File: config.mk
export PLATFORM = sky130hd
export DESIGN_NAME = conv_enc111
export DESIGN_NICKNAME = d
export VERILOG_FILES = /design/src/rtl/conv111_pkg.sv /design/src/rtl/conv_parity111.sv /design/src/rtl/conv_enc111.sv
export SDC_FILE = /design/constraint.sdc
export NUM_CORES = 1
export LEC_CHECK = 0
export CAP_MARGIN = 20
export CORE_AREA = 2 2 39 41
export CTS_BUF_LIST = sky130_fd_sc_hd__clkbuf_16
export CTS_CLUSTER_SIZE = 28
export DETAILED_ROUTE_END_ITERATION = 8
export DIE_AREA = 0 0 41 43
export GPL_TIMING_DRIVEN = 0
export PLACE_DENSITY = 0.5
export REMOVE_ABC_BUFFERS = 1
export SETUP_SLACK_MARGIN = 0.5
export SLEW_MARGIN = 20
export SYNTH_ARGS = -nofsm -noshare
export SYNTH_HDL_FRONTEND = slang
export SYNTH_SLANG_ARGS = --single-unit
File: constraint.sdc
create_clock -name clk -period 1 [get_ports clk]
set_input_delay 0.15 -clock clk [delete_from_list [all_inputs] [get_ports clk]]
set_output_delay 0.15 -clock clk [all_outputs]
set_load 0.02 [all_outputs]
File: src/rtl/conv111_pkg.sv
// Shared constants and FSM encoding for the rate-1/2 convolutional encoder.
// Generators live here so the encoder and the decoder's expected-symbol logic agree.
package conv111_pkg;

    localparam int         CONV_K  = 3;
    localparam logic [2:0] CONV_G0 = 3'b111;
    localparam logic [2:0] CONV_G1 = 3'b101;

    typedef enum logic {
        S_RUN   = 1'b0,
        S_FLUSH = 1'b1
    } enc_state_t;

endpackage

File: src/rtl/conv_parity111.sv
// Combinational parity pair for window {u, s[0], ..., s[K-2]} against two generators.
// Shared with the decoder so its expected symbols match the encoder bit for bit.
module conv_parity111 #(
    parameter int K = 3
) (
    input  logic         u,
    input  logic [K-2:0] s,
    input  logic [K-1:0] g0,
    input  logic [K-1:0] g1,
    output logic [1:0]   pair
);

    logic [K-1:0] w;

    // Newest bit u sits in the MSB, the oldest state bit in the LSB.
    always_comb begin
        w[K-1] = u;
        for (int i = 0; i < K - 1; i++) begin
            w[K-2-i] = s[i];
        end
    end

    assign pair = {^(w & g1), ^(w & g0)};

endmodule

File: src/rtl/conv_enc111.sv
// Rate-1/2 convolutional encoder with registered valid/ready symbol output.
// Define CONV_ENC111_TAIL_EN to append K-1 zero tail bits after each frame.
module conv_enc111
    import conv111_pkg::*;
#(
    parameter int           K  = CONV_K,
    parameter logic [K-1:0] G0 = K'(CONV_G0),
    parameter logic [K-1:0] G1 = K'(CONV_G1)
) (
    input  logic       clk,
    input  logic       rst,
    input  logic       in_valid,
    output logic       in_ready,
    input  logic       in_bit,
    input  logic       in_last,
    output logic       out_valid,
    input  logic       out_ready,
    output logic [1:0] out_pair,
    output logic       out_last
);

    logic [K-2:0] s;
    logic [K-2:0] s_next;
    logic         u;
    logic         out_free;
    logic         load;
    logic [1:0]   pair;

    assign out_free = !out_valid || out_ready;

`ifdef CONV_ENC111_TAIL_EN
    localparam int TW = $clog2(K);

    enc_state_t    state;
    logic [TW-1:0] tail_cnt;

    assign in_ready = (state == S_RUN) && out_free;
    // Tail symbols are driven by a zero input regardless of in_bit.
    assign u        = (state == S_FLUSH) ? 1'b0 : in_bit;
    assign load     = (state == S_FLUSH) ? out_free : (in_valid && in_ready);
`else
    assign in_ready = out_free;
    assign u        = in_bit;
    assign load     = in_valid && in_ready;
`endif

    assign s_next = {s[K-3:0], u};

    conv_parity111 #(.K(K)) u_parity (
        .u    (u),
        .s    (s),
        .g0   (G0),
        .g1   (G1),
        .pair (pair)
    );

`ifdef CONV_ENC111_TAIL_EN
    always_ff @(posedge clk) begin
        if (rst) begin
            state     <= S_RUN;
            tail_cnt  <= '0;
            s         <= '0;
            out_valid <= 1'b0;
            out_pair  <= 2'b00;
            out_last  <= 1'b0;
        end else begin
            if (load) begin
                out_pair  <= pair;
                out_valid <= 1'b1;
                s         <= s_next;
            end else if (out_ready) begin
                out_valid <= 1'b0;
                out_last  <= 1'b0;
            end
            case (state)
                S_RUN: begin
                    if (load) begin
                        out_last <= 1'b0;
                        if (in_last) begin
                            state    <= S_FLUSH;
                            tail_cnt <= '0;
                        end
                    end
                end
                S_FLUSH: begin
                    if (load) begin
                        tail_cnt <= tail_cnt + 1'b1;
                        // Final tail symbol: the state register has shifted back to zero.
                        if (tail_cnt == TW'(K - 2)) begin
                            out_last <= 1'b1;
                            state    <= S_RUN;
                        end else begin
                            out_last <= 1'b0;
                        end
                    end
                end
                default: state <= S_RUN;
            endcase
        end
    end
`else
    always_ff @(posedge clk) begin
        if (rst) begin
            s         <= '0;
            out_valid <= 1'b0;
            out_pair  <= 2'b00;
            out_last  <= 1'b0;
        end else begin
            if (load) begin
                out_pair  <= pair;
                out_valid <= 1'b1;
                out_last  <= in_last;
                // Without a tail, the next frame is forced to start from state 0.
                s         <= in_last ? '0 : s_next;
            end else if (out_ready) begin
                out_valid <= 1'b0;
                out_last  <= 1'b0;
            end
        end
    end
`endif

endmodule

==> results of run 1 <==
-- cell type report --
cell class                      instances  area (um2)
Sequential cell                         6         125
Timing Repair Buffer                   14         135
Clock buffer                            3        75.1
Fill cell                             144         856
Tap cell                               16        20.0
Inverter                                3        13.8
Multi-Input combinational cell         18         159
-- state kept, by name, summed over array words and instances (netlist names) --
name	flops
out_pair	2
s	2
out_valid	1
out_last	1
-- where the power goes --
part | switching (mW) | internal [mW]
clock network | 0.128 | 0.512
logic | 0.0650 | 0.0695
registers | 0.00890 | 0.256
-- layer usage --
layer / vias to the layer above / global-route usage / part of all wire
met5: - / 0 / 0
met4: 0 / 0.100 / 0.036
met3: 4 / 0.0838 / 0.077
met2: 7 / 0.128 / 0.52
met1: 129 / 0.100 / 0.37
li1: 135 / - / -
-- through the flow --
| stage | instances | hold WS, ns | util | setup slack, ns |
|---|---|---|---|---|
| after global placement | 53 | 0.484 | 0.279 | -0.587 |
| after detailed placement | 53 | 0.489 | 0.279 | -0.583 |
| after global routing | 60 | 0.318 | 0.382 | -0.0519 |
| final | 60 | 0.297 | 0.382 | -0.0302 |
| after floorplan | 27 | 0.219 | - | -0.0824 |
| after CTS | 60 | 0.396 | 0.369 | -0.0297 |
-- cell usage after synthesis --
| cell | number | share of area |
|---|---|---|
| nor2b_4 | 1 | 0.052 |
| o211ai_1 | 1 | 0.028 |
| inv_4 | 1 | 0.023 |
| nor2b_1 | 1 | 0.023 |
| inv_1 | 1 | 0.014 |
| nand4b_1 | 2 | 0.066 |
| o21ai_0 | 3 | 0.056 |
| xor2_1 | 1 | 0.033 |
| a311oi_1 | 1 | 0.033 |
| o41ai_2 | 1 | 0.061 |
| xnor2_1 | 1 | 0.033 |
| a21oi_1 | 5 | 0.094 |
| inv_2 | 1 | 0.014 |
| dfxtp_1 | 6 | 0.45 |
| nand3_1 | 1 | 0.019 |
-- repair_timing --
item                                    in CTS  in global routing
endpoints found under the setup margin      11                 11
buffers inserted                             4                  0
pin swaps                                    2                  2
resized for setup                           40                  4
-- final timing paths --
path | endpoint | slack, ns | cells past startpoint
setup / recovery | in_ready | -0.03 | 3
hold / removal | out_valid | 0.30 | 2
setup reg to reg | out_pair[1] | -0.02 | 4
hold reg to reg | s[0] | 0.50 | 2
-- kinds of logic (layout without fill, tap and decap cells) --
logic type | after synthesis | in the layout | share of synthesized area
compound gates | 11 | 11 | 0.272
simple gates | 5 | 5 | 0.160
xor+xnor | 2 | 2 | 0.0657
buf+inv | 3 | 20 | 0.0516
flops | 6 | 6 | 0.451
==> flow_summary.json, run 1 <==
{
  "final_common_cell": "buf_6",
  "root_buffer": "clkbuf_16",
  "n_antenna_cell": 0,
  "cp-start-kind": "register",
  "wl_um": 751,
  "path_buf_inv": 2,
  "port_buffers": 10,
  "syn_area_um2": 267,
  "critical_path_required_ns": 0.85,
  "crit_slowest_cell": "dfxtp_2",
  "cts_buffers": 3,
  "ctsHoldBuffers": 0,
  "hold_class": "input pin to register",
  "ys_seq_area_frac": 0.451,
  "path_max_fanout": 3,
  "r2r_start": "out_valid",
  "drtAntennaViolNets": 0,
  "final_nets": 52,
  "grt_max_degree": 8,
  "setup_violations": 2,
  "route.detailed.drc": 0,
  "cp-end-kind": "output pin",
  "timing.setup.tns_ns": -0.0469,
  "placed_cell_area_um2": 387,
  "cp.arrival_ns": 0.88,
  "fin_skew_ns": 0.00298,
  "ys_types": 15,
  "vdd_drop_max_v": 0.000989,
  "avgSynthCellArea_um2": 9.87,
  "die_area_um2": 1760,
  "clk_latency_ns": 0.23,
  "vias_per_cell": 4.58,
  "cts.clk_slew.worst_paths_ns": 0.03,
  "htreeDepth": 1,
  "post-route-period-util": 1.03,
  "slowest_delay_ns": 0.32,
  "core-area_um2": 1380,
  "yosys_warnings": 0,
  "first_pass_iters": 4,
  "gr-usage-all-layers": 0.104,
  "critPathLaunch": "out_valid",
  "drtIter0Drc": 1,
  "syn_to_final_growth_pct": 98.1,
  "path_cells": "nor2b_4 > inv_4 > buf_6",
  "avgRoutedWirePerCell_um": 12.5,
  "grt_overflow": 0,
  "final_area_um2": 528,
  "relSlewSlack": 0.775,
  "hp-start": "rst",
  "place.gp.congestion": 0.661,
  "status": "finished with violations",
  "leakage_nw": 0.226,
  "syn_inst": 27,
  "power_mw": 1.04,
  "cts.sinks": 6,
  "layout-drive-gt1-share": 0.568,
  "ys_ff_latch": 6,
  "rows": 14,
  "power.density_nw_per_um2": 1970,
  "grt_pass1_vias": 247,
  "post-route-min-period_ns": 1.03,
  "worst_pin_slew_ns": 0.338,
  "crit_type": "register to output pin",
  "fp.dieW_um": 41,
  "antenna_found_initial": 0,
  "io_pins": 11,
  "rsz0062_at_grt": "yes",
  "cts_tree": "yes",
  "dp_hpwl_um": 423,
  "cp_top_family": "flip-flops",
  "start_util": 0.193,
  "violations": "setup timing",
  "cts_buffer_depth": 2,
  "max_freq_mhz": 971,
  "vias": 275,
  "maxCapViolations": 0,
  "setup_slack_ns": -0.0302,
  "finalHoldViolCount": 0,
  "die_h_um": 43,
  "final_cell_mix": "5 x buf_6, 4 x dfxtp_2, 4 x buf_4",
  "report.final.slew_viol_count": 0,
  "grt_pass1_wl_um": 1080
}
(Power assumes the default switching activity.)
==> run 2: changes to the inputs <==
--- a/config.mk
+++ b/config.mk
@@ -8,6 +8,7 @@
 export CAP_MARGIN = 20
 export CORE_AREA = 2 2 39 41
 export CTS_BUF_LIST = sky130_fd_sc_hd__clkbuf_16
+export CTS_CLUSTER_DIAMETER = 80
 export CTS_CLUSTER_SIZE = 28
 export DETAILED_ROUTE_END_ITERATION = 8
 export DIE_AREA = 0 0 41 43
==> constraint.sdc (replaced) <==
create_clock -name clk -period 1 [get_ports clk]
set_input_delay 0.3 -clock clk [delete_from_list [all_inputs] [get_ports clk]]
set_output_delay 0.3 -clock clk [all_outputs]
set_load 0.02 [all_outputs]
==> run 2 against run 1 <==
Compared with the run above:
- the flow still finishes with violations (setup timing)
- critical path depth did not move
- die area did not move
- cell count rose by 1.7%
- count of clock-buffer cells in the layout did not move
- hold slack improved by 0.093 ns
- critical path type unchanged
- critical endpoint unchanged
==> flow_summary.json, run 2 (synthesis results as in run 1) <==
{
  "dp_hpwl_um": 423,
  "post-route-period-util": 1.18,
  "root_buffer": "clkbuf_16",
  "route.detailed.drc": 0,
  "relSlewSlack": 0.788,
  "final_nets": 53,
  "leakage_nw": 0.224,
  "setup_violations": 7,
  "p_sw_frac": 0.195,
  "layout-drive-gt1-share": 0.622,
  "slowest_delay_ns": 0.32,
  "cts_buffer_depth": 2,
  "fin_skew_ns": 0.00347,
  "report.final.slew_viol_count": 0,
  "pwr-share-comb": 0.133,
  "syn_to_final_growth_pct": 103,
  "critical_path_required_ns": 0.70,
  "busiest_layer": "met2",
  "power.density_nw_per_um2": 1930,
  "max_freq_mhz": 851,
  "path_max_fanout": 2,
  "vias_per_cell": 4.51,
  "fin_util": 0.392,
  "pwr-share-seq": 0.254,
  "antenna_found_initial": 0,
  "grt_pass1_vias": 247,
  "p_int_mw": 0.843,
  "crit_type": "register to output pin",
  "port_buffers": 10,
  "drtIter0Drc": 0,
  "cts.sinks": 6,
  "place.gp.congestion": 0.661,
  "grt_pass1_wl_um": 1060,
  "placed_cell_area_um2": 387,
  "die_area_um2": 1760,
  "rrSetupSlack_ns": -0.11,
  "cp-end-kind": "output pin",
  "reg_top3": "out_pair x2, s x2",
  "io_pins": 11,
  "cts.clk_slew.worst_paths_ns": 0.03,
  "final_common_cell": "buf_6",
  "cts_tree": "yes",
  "fp.dieW_um": 41,
  "power_switching_mw": 0.205,
  "post-route-min-period_ns": 1.18,
  "cts_buffers": 3,
  "final_cell_mix": "7 x buf_6, 4 x dfxtp_2, 3 x a21oi_2, 3 x clkbuf_16, 3 x buf_4",
  "hold_class": "input pin to register",
  "start_util": 0.193,
  "cp-start-kind": "register",
  "cp.arrival_ns": 0.88,
  "vdd_drop_max_v": 0.000992,
  "avgRoutedWirePerCell_um": 12.0,
  "grt_overflow": 0,
  "rows": 14,
  "finalHoldViolCount": 0,
  "grt_max_degree": 8,
  "final_area_um2": 542,
  "path_cells": "nor2b_4 > inv_4 > buf_6",
  "drtAntennaViolNets": 0,
  "die_h_um": 43,
  "use_met2": 0.125,
  "first_pass_iters": 1,
  "fin_hold_ws_ns": 0.390,
  "clk_latency_ns": 0.23,
  "crit_slowest_cell": "dfxtp_2",
  "vias": 275,
  "gr-usage-all-layers": 0.102,
  "htreeDepth": 1,
  "core-area_um2": 1380,
  "rsz0062_at_grt": "yes",
  "wl_um": 732,
  "met1_usage": 0.0971,
  "p_clk_frac": 0.613,
  "maxCapViolations": 0,
  "ctsHoldBuffers": 0,
  "violations": "setup timing",
  "n_antenna_cell": 0,
  "setup_slack_ns": -0.176,
  "status": "finished with violations",
  "worst_pin_slew_ns": 0.318,
  "grtUsageMet3": 0.0838
}
==> run 2: worst paths after layout <==
check | from | end | depth (start not counted)
setup / recovery | out_valid | in_ready | 3
hold / removal | in_valid | out_pair[1] | 2
setup reg to reg | out_valid | out_pair[1] | 5
hold reg to reg | s[0] | s[0] | 2
==> run 2: metal layers <==
metal	up-vias	share of wire
li1	137	-
met1	127	0.35
met2	7	0.54
met3	4	0.079
met4	0	0.037
met5	-	0
==> run 2: power groups by stage <==
stage	logic [mW]	clock network, mW	registers, mW
detailed placement	0.111	0	0.264
finish	0.140	0.642	0.266
CTS	0.123	0.655	0.265
floorplan	0.0378	0	0.278
global placement	0.111	0	0.265
global route	0.149	0.663	0.267
==> run 2: worst max-delay path: cells and delay by family (launching register included) <==
family        cells  cell delay [ns]
buf+inv           2             0.16
simple gates      1             0.16
flops             1             0.32
==> run 2: area by class of cell <==
type                            instances  area (um2)
Clock buffer                            3        75.1
Fill cell                             138         842
Inverter                                3        13.8
Multi-Input combinational cell         18         163
Sequential cell                         6         125
Tap cell                               16        20.0
Timing Repair Buffer                   15         145
==> run 2: repair_timing <==
item | 4_1_cts | 5_1_grt
gates resized for setup | 42 | 9
pin swaps | 1 | 5
setup endpoints to repair | 11 | 11
setup buffers | 3 | 2
==> run 2: per-stage QoR <==
step | std cells | worst slack (ns) | TNS [ns] | total power [mW]
floorplan | 27 | -0.0824 | -0.212 | 0.315
global placement | 53 | -0.887 | -3.90 | 0.376
detailed placement | 53 | -0.883 | -3.90 | 0.375
CTS | 59 | -0.174 | -0.266 | 1.04
global route | 61 | -0.196 | -0.826 | 1.08
finish | 61 | -0.176 | -0.583 | 1.05
==> run 3: changes to the inputs <==
--- a/config.mk
+++ b/config.mk
@@ -9,7 +9,7 @@
 export CORE_AREA = 2 2 39 41
 export CTS_BUF_LIST = sky130_fd_sc_hd__clkbuf_16
 export CTS_CLUSTER_DIAMETER = 80
-export CTS_CLUSTER_SIZE = 28
+export CTS_CLUSTER_SIZE = 20
 export DETAILED_ROUTE_END_ITERATION = 8
 export DIE_AREA = 0 0 41 43
 export GPL_TIMING_DRIVEN = 0
@@ -20,3 +20,4 @@
 export SYNTH_ARGS = -nofsm -noshare
 export SYNTH_HDL_FRONTEND = slang
 export SYNTH_SLANG_ARGS = --single-unit
+export TNS_END_PERCENT = 5
==> run 3 against run 2 <==
Compared with the run above:
- the run still ends with setup timing left
- clock skew hardly changed
- via count down 6.9%
- combinational power down 19%
- sequential power hardly changed
- highest routed layer unchanged
- largest cell class unchanged
- count of clock-buffer cells in the layout is the same
- sequential share of layout area is 2.5 points higher
==> flow_summary.json, run 3 (synthesis results as in run 1) <==
{
  "cts_buffers": 3,
  "rsz0062_at_grt": "yes",
  "relSlewSlack": 0.830,
  "layout-drive-gt1-share": 0.429,
  "rrSetupSlack_ns": -0.01,
  "cp-end-kind": "output pin",
  "final_nets": 50,
  "path_cells": "nor2b_4 > inv_4 > buf_6",
  "crit_slowest_cell": "dfxtp_2",
  "top_layer": "met4",
  "report.final.slew_viol_count": 0,
  "die_area_um2": 1760,
  "htreeDepth": 1,
  "path_max_fanout": 3,
  "drtIter0Drc": 3,
  "post-route-period-util": 1.19,
  "cp-start-kind": "register",
  "io_pins": 11,
  "status": "finished with violations",
  "n_antenna_cell": 0,
  "violations": "setup timing",
  "grt_pass1_wl_um": 1050,
  "grt_max_degree": 8,
  "vias": 256,
  "r2r_cells": 4,
  "place_ws_ns": -0.883,
  "gr-usage-all-layers": 0.102,
  "cts.sinks": 6,
  "die_h_um": 43,
  "holdPathStages": 2,
  "cp.arrival_ns": 0.89,
  "vdd_drop_max_v": 0.000989,
  "r2r_end": "out_pair[1]",
  "fin_hold_ws_ns": 0.498,
  "crit_type": "register to output pin",
  "post-route-min-period_ns": 1.19,
  "core-area_um2": 1380,
  "cts.clk_slew.worst_paths_ns": 0.03,
  "port_buffers": 10,
  "route.detailed.drc": 0,
  "final_cell_mix": "5 x a21oi_1, 5 x dlygate4sd2_1, 4 x dfxtp_2, 4 x buf_6, 3 x clkbuf_16",
  "cp_top_family": "flip-flops",
  "fp.dieW_um": 41,
  "route.met3.wl_um": 59,
  "grt_overflow": 0,
  "clk_latency_ns": 0.23,
  "power_mw": 1.02,
  "place.gp.congestion": 0.661,
  "cts_tree": "yes",
  "vias_per_cell": 4.41,
  "worst_pin_slew_ns": 0.255,
  "finalHoldViolCount": 0,
  "slowest_delay_ns": 0.33,
  "hold_end": "out_last",
  "syn_to_final_growth_pct": 83.1,
  "cts_buffer_depth": 2,
  "leakage_nw": 0.207,
  "final_area_um2": 488,
  "drtAntennaViolNets": 0,
  "setup_violations": 3,
  "wl_um": 658,
  "maxCapViolations": 0,
  "hp-start": "out_last",
  "avgRoutedWirePerCell_um": 11.3,
  "root_buffer": "clkbuf_16",
  "placed_cell_area_um2": 387,
  "setup_slack_ns": -0.186,
  "critical_path_required_ns": 0.70,
  "rows": 14,
  "start_util": 0.193,
  "wl_met2_um": 329,
  "wl_met1_um": 242,
  "fillers": 143,
  "power.density_nw_per_um2": 2090,
  "path_buf_inv": 2,
  "hold_class": "register to register",
  "grt_pass1_vias": 240,
  "max_freq_mhz": 843,
  "antenna_found_initial": 0,
  "fin_skew_ns": 0.00358,
  "reg_top3": "out_pair x2, s x2",
  "r2r_start": "out_valid",
  "ctsHoldBuffers": 0,
  "timing.setup.tns_ns": -0.377,
  "first_pass_iters": 2,
  "dp_hpwl_um": 423
}
-- run 3: cell type report --
type | instances | area, um2 | share of cell area
clock buffer | 3 | 75.1 | 0.154
sequential | 6 | 125 | 0.256
tap | 16 | 20.0 | 0.0410
inverter | 3 | 13.8 | 0.0282
multi-input combinational | 18 | 140 | 0.287
timing repair buffer | 12 | 114 | 0.233
-- run 3: metal layers --
| metal | up-vias | global-route usage |
|---|---|---|
| met3 | 4 | 0.0838 |
| li1 | 130 | - |
| met2 | 7 | 0.125 |
| met4 | 0 | 0.100 |
| met5 | - | 0 |
| met1 | 115 | 0.0971 |
-- run 3: through the flow --
stage           util  instances
3_3_place_gp   0.279         53
3_5_place_dp   0.279         53
6_report       0.353         58
4_1_cts        0.351         58
5_1_grt        0.353         58
2_1_floorplan      -         27
-- run 3: worst max-delay path by stage --
stage / from / end / slack [ns] / depth (start not counted)
after floorplan: out_valid / out_pair[1] / -0.08 / 4
after global placement: out_ready / in_ready / -0.89 / 4
after detailed placement: out_ready / in_ready / -0.88 / 4
after CTS: out_valid / in_ready / -0.19 / 3
after global routing: out_valid / out_valid / -0.21 / 1
final: out_valid / in_ready / -0.19 / 3
-- run 3: timing repair --
item,CTS,global route
gates resized for setup,33,2
pin swaps,1,1
endpoints found under the hold margin,0,0
endpoints found under the setup margin,11,11
buffers inserted,2,0
-- run 3: worst register-to-register path: stages, from the launching register on --
cell,delay [ns]
dfxtp_2,0.33
nor2b_4,0.17
inv_4,0.04
buf_4,0.15
a311oi_1,0.23
-- run 3: report_power, final --
group	switching [mW]	internal, mW
combinational	0.0557	0.0574
sequential	0.00870	0.256
clock	0.130	0.513
==> patch, RTL diff (settings of run 3) <==
`CONV_K`: 3 -> 6.
--- a/src/rtl/conv111_pkg.sv
+++ b/src/rtl/conv111_pkg.sv
@@ -2,7 +2,7 @@
 // Generators live here so the encoder and the decoder's expected-symbol logic agree.
 package conv111_pkg;
 
-    localparam int         CONV_K  = 3;
+    localparam int         CONV_K  = 6;
     localparam logic [2:0] CONV_G0 = 3'b111;
     localparam logic [2:0] CONV_G1 = 3'b101;
 
Formal check against the unedited RTL: not equivalent (Yosys sat finds a counterexample within 4 cycles, from zero or initial values and one cycle with rst high).
==> patch against run 3 <==
  * The run still ends with setup timing left
  * Sequential cell count is 3 higher
  * Wire length increased by 63%
  * Clock power grew 8.9%
  * Fmax fell by 2.4%
  * First-iteration DRC count grew to 3.0 times the old value
  * Worst hold slack worse by 4.6 ps
  * Worst setup slack worse by 29 ps
  * Power is 17% higher
  * Design area grew 32%
  * Sequential share of layout area grew 3.2 points
  * Clock skew down 0.90 ps
  * Synthesized area grew 51%
==> patch: results <==
group,metric,value,unit
synth,synthArstFlopShare,0,
global_route,grt_max_degree,11,
layout,drive_above_1_share,0.4286,
global_route,groute.usage.overall,0.1482,
synth,synthMuxAreaShare,0,
placement,dp_hpwl,654.3,um
routing,dr_total_vias,372,
worst_setup_path,arrival,920,ps
placement,dpl.cell_count,65,
timing,worst_slack,-215.1,ps
synth,synth_cell_type_count,17,
synth,synth_xor_area_frac,0.04361,
clock_tree,clk_pin_slew,40,ps
timing,setup_viol,10,
routing,dr.pass1.iters,4,
timing,skew,2.677,ps
routing,drtIter0Drc,9,
global_route,antenna_found_initial,0,
synth,synth_fa_ha_area_frac,0,
power,vdd_drop_max,925.8,uV
synth,synth_seq_area_share,0.4486,
routing,wire_per_inst,14.88,um
timing,fin_setup_tns,-1289,ps
synth,yosys-top-cells-count,"dfxtp_1, a21oi_1, o21ai_0, nand4b_1, inv_1",
layout,reg_top3,"s (5), out_pair (2)",
placement,place_area,510.5,um2
global_route,grt_pass1_wl,1697,um
synth,synthTopCellsByArea,"dfxtp_1, nand4b_1, a21oi_1",
placement,gp_congestion,0.6946,
outcome,violations,"setup timing",
layout,nFillCells,134,
power,p_leak,0.2416,nW
outcome,outcome,"finished with violations",
clock_tree,clock-root-buffer,"clkbuf_16",
routing,drt_wl_total,1071,um
layout,layout.nets,63,
clock_tree,clock_path_buffers,2,
timing,worstMarginPinSlew,433.4,ps
synth,avgSynthCellArea,9.796,um2
synth,synth-compound-area-share,0.2804,
[patch: changes by cell type after synthesis]
cell and change:
inv_1 +1, clkbuf_1 +1, nand4b_1 +3, a21oi_1 +2, a311oi_2 +1, o21ai_0 +3, buf_4 +1, a21oi_2 +1
dfxtp_1 +3, inv_4 -1, a311oi_1 -1
[patch: kinds of logic (layout without fill, tap and decap cells)]
group | Yosys count | in the layout
AOI/OAI and AO/OA | 17 | 17
and+or+nand+nor | 8 | 8
DFF | 9 | 9
buffers and inverters | 5 | 20
xor gates and xnor gates | 2 | 2
[patch: path summary, 6_finish.rpt]
check / start / to / slack (ps) / cells past startpoint
worst max-delay path: out_valid$_SDFFE_PP0P_ / in_ready / -220 / 3
worst min-delay path: s[1]$_SDFFE_PP0P_ / s[1]$_SDFFE_PP0P_ / 490 / 2
worst max register to register: out_valid$_SDFFE_PP0P_ / out_pair[1]$_SDFFE_PP0P_ / -160 / 5
worst min register to register: s[1]$_SDFFE_PP0P_ / s[1]$_SDFFE_PP0P_ / 490 / 2
[patch: per-layer routing]
layer | vias to the layer above | global-route usage | wire, um
li1 | 181 | - | -
met2 | 8 | 0.1906 | 532
met4 | 0 | 0.08667 | 0
met5 | - | 0 | 0
met3 | 0 | 0.08377 | 55
met1 | 183 | 0.1857 | 483
[patch: timing repair]
action	CTS	global route
pin swaps	0	8
setup buffers	2	1
setup endpoints to repair	14	14
resized for setup	37	4
[patch: cell type report]
class / instances / area, um2 / share of cell area
clock buffers: 3 / 75.07 / 0.1170
flip-flops and latches: 9 / 185.2 / 0.2885
well taps: 16 / 20.02 / 0.03119
clock inverters: 1 / 3.754 / 0.005848
inverters: 3 / 13.76 / 0.02144
multi-input cells: 27 / 215.2 / 0.3353
repair buffers: 13 / 128.9 / 0.2008
[patch: report_power, final]
part | total, mW | internal [mW] | switching (mW)
combinational | 0.114 | 0.0526 | 0.0610
sequential | 0.378 | 0.371 | 0.00654
clock | 0.699 | 0.523 | 0.176
[patch: metrics by stage]
stage	total power, mW	setup slack, ps
3_3_place_gp	0.4788	-989.1
5_1_grt	1.249	-254.8
2_1_floorplan	0.4231	-164.8
6_report	1.191	-215.1
3_5_place_dp	0.4836	-1022
4_1_cts	1.190	-218.2
[patch: worst max-delay path, cell delays in order (launching register included)]
cell and delay [ps]:
dfxtp_2 330, nor2b_4 170, inv_4 50, buf_6 120
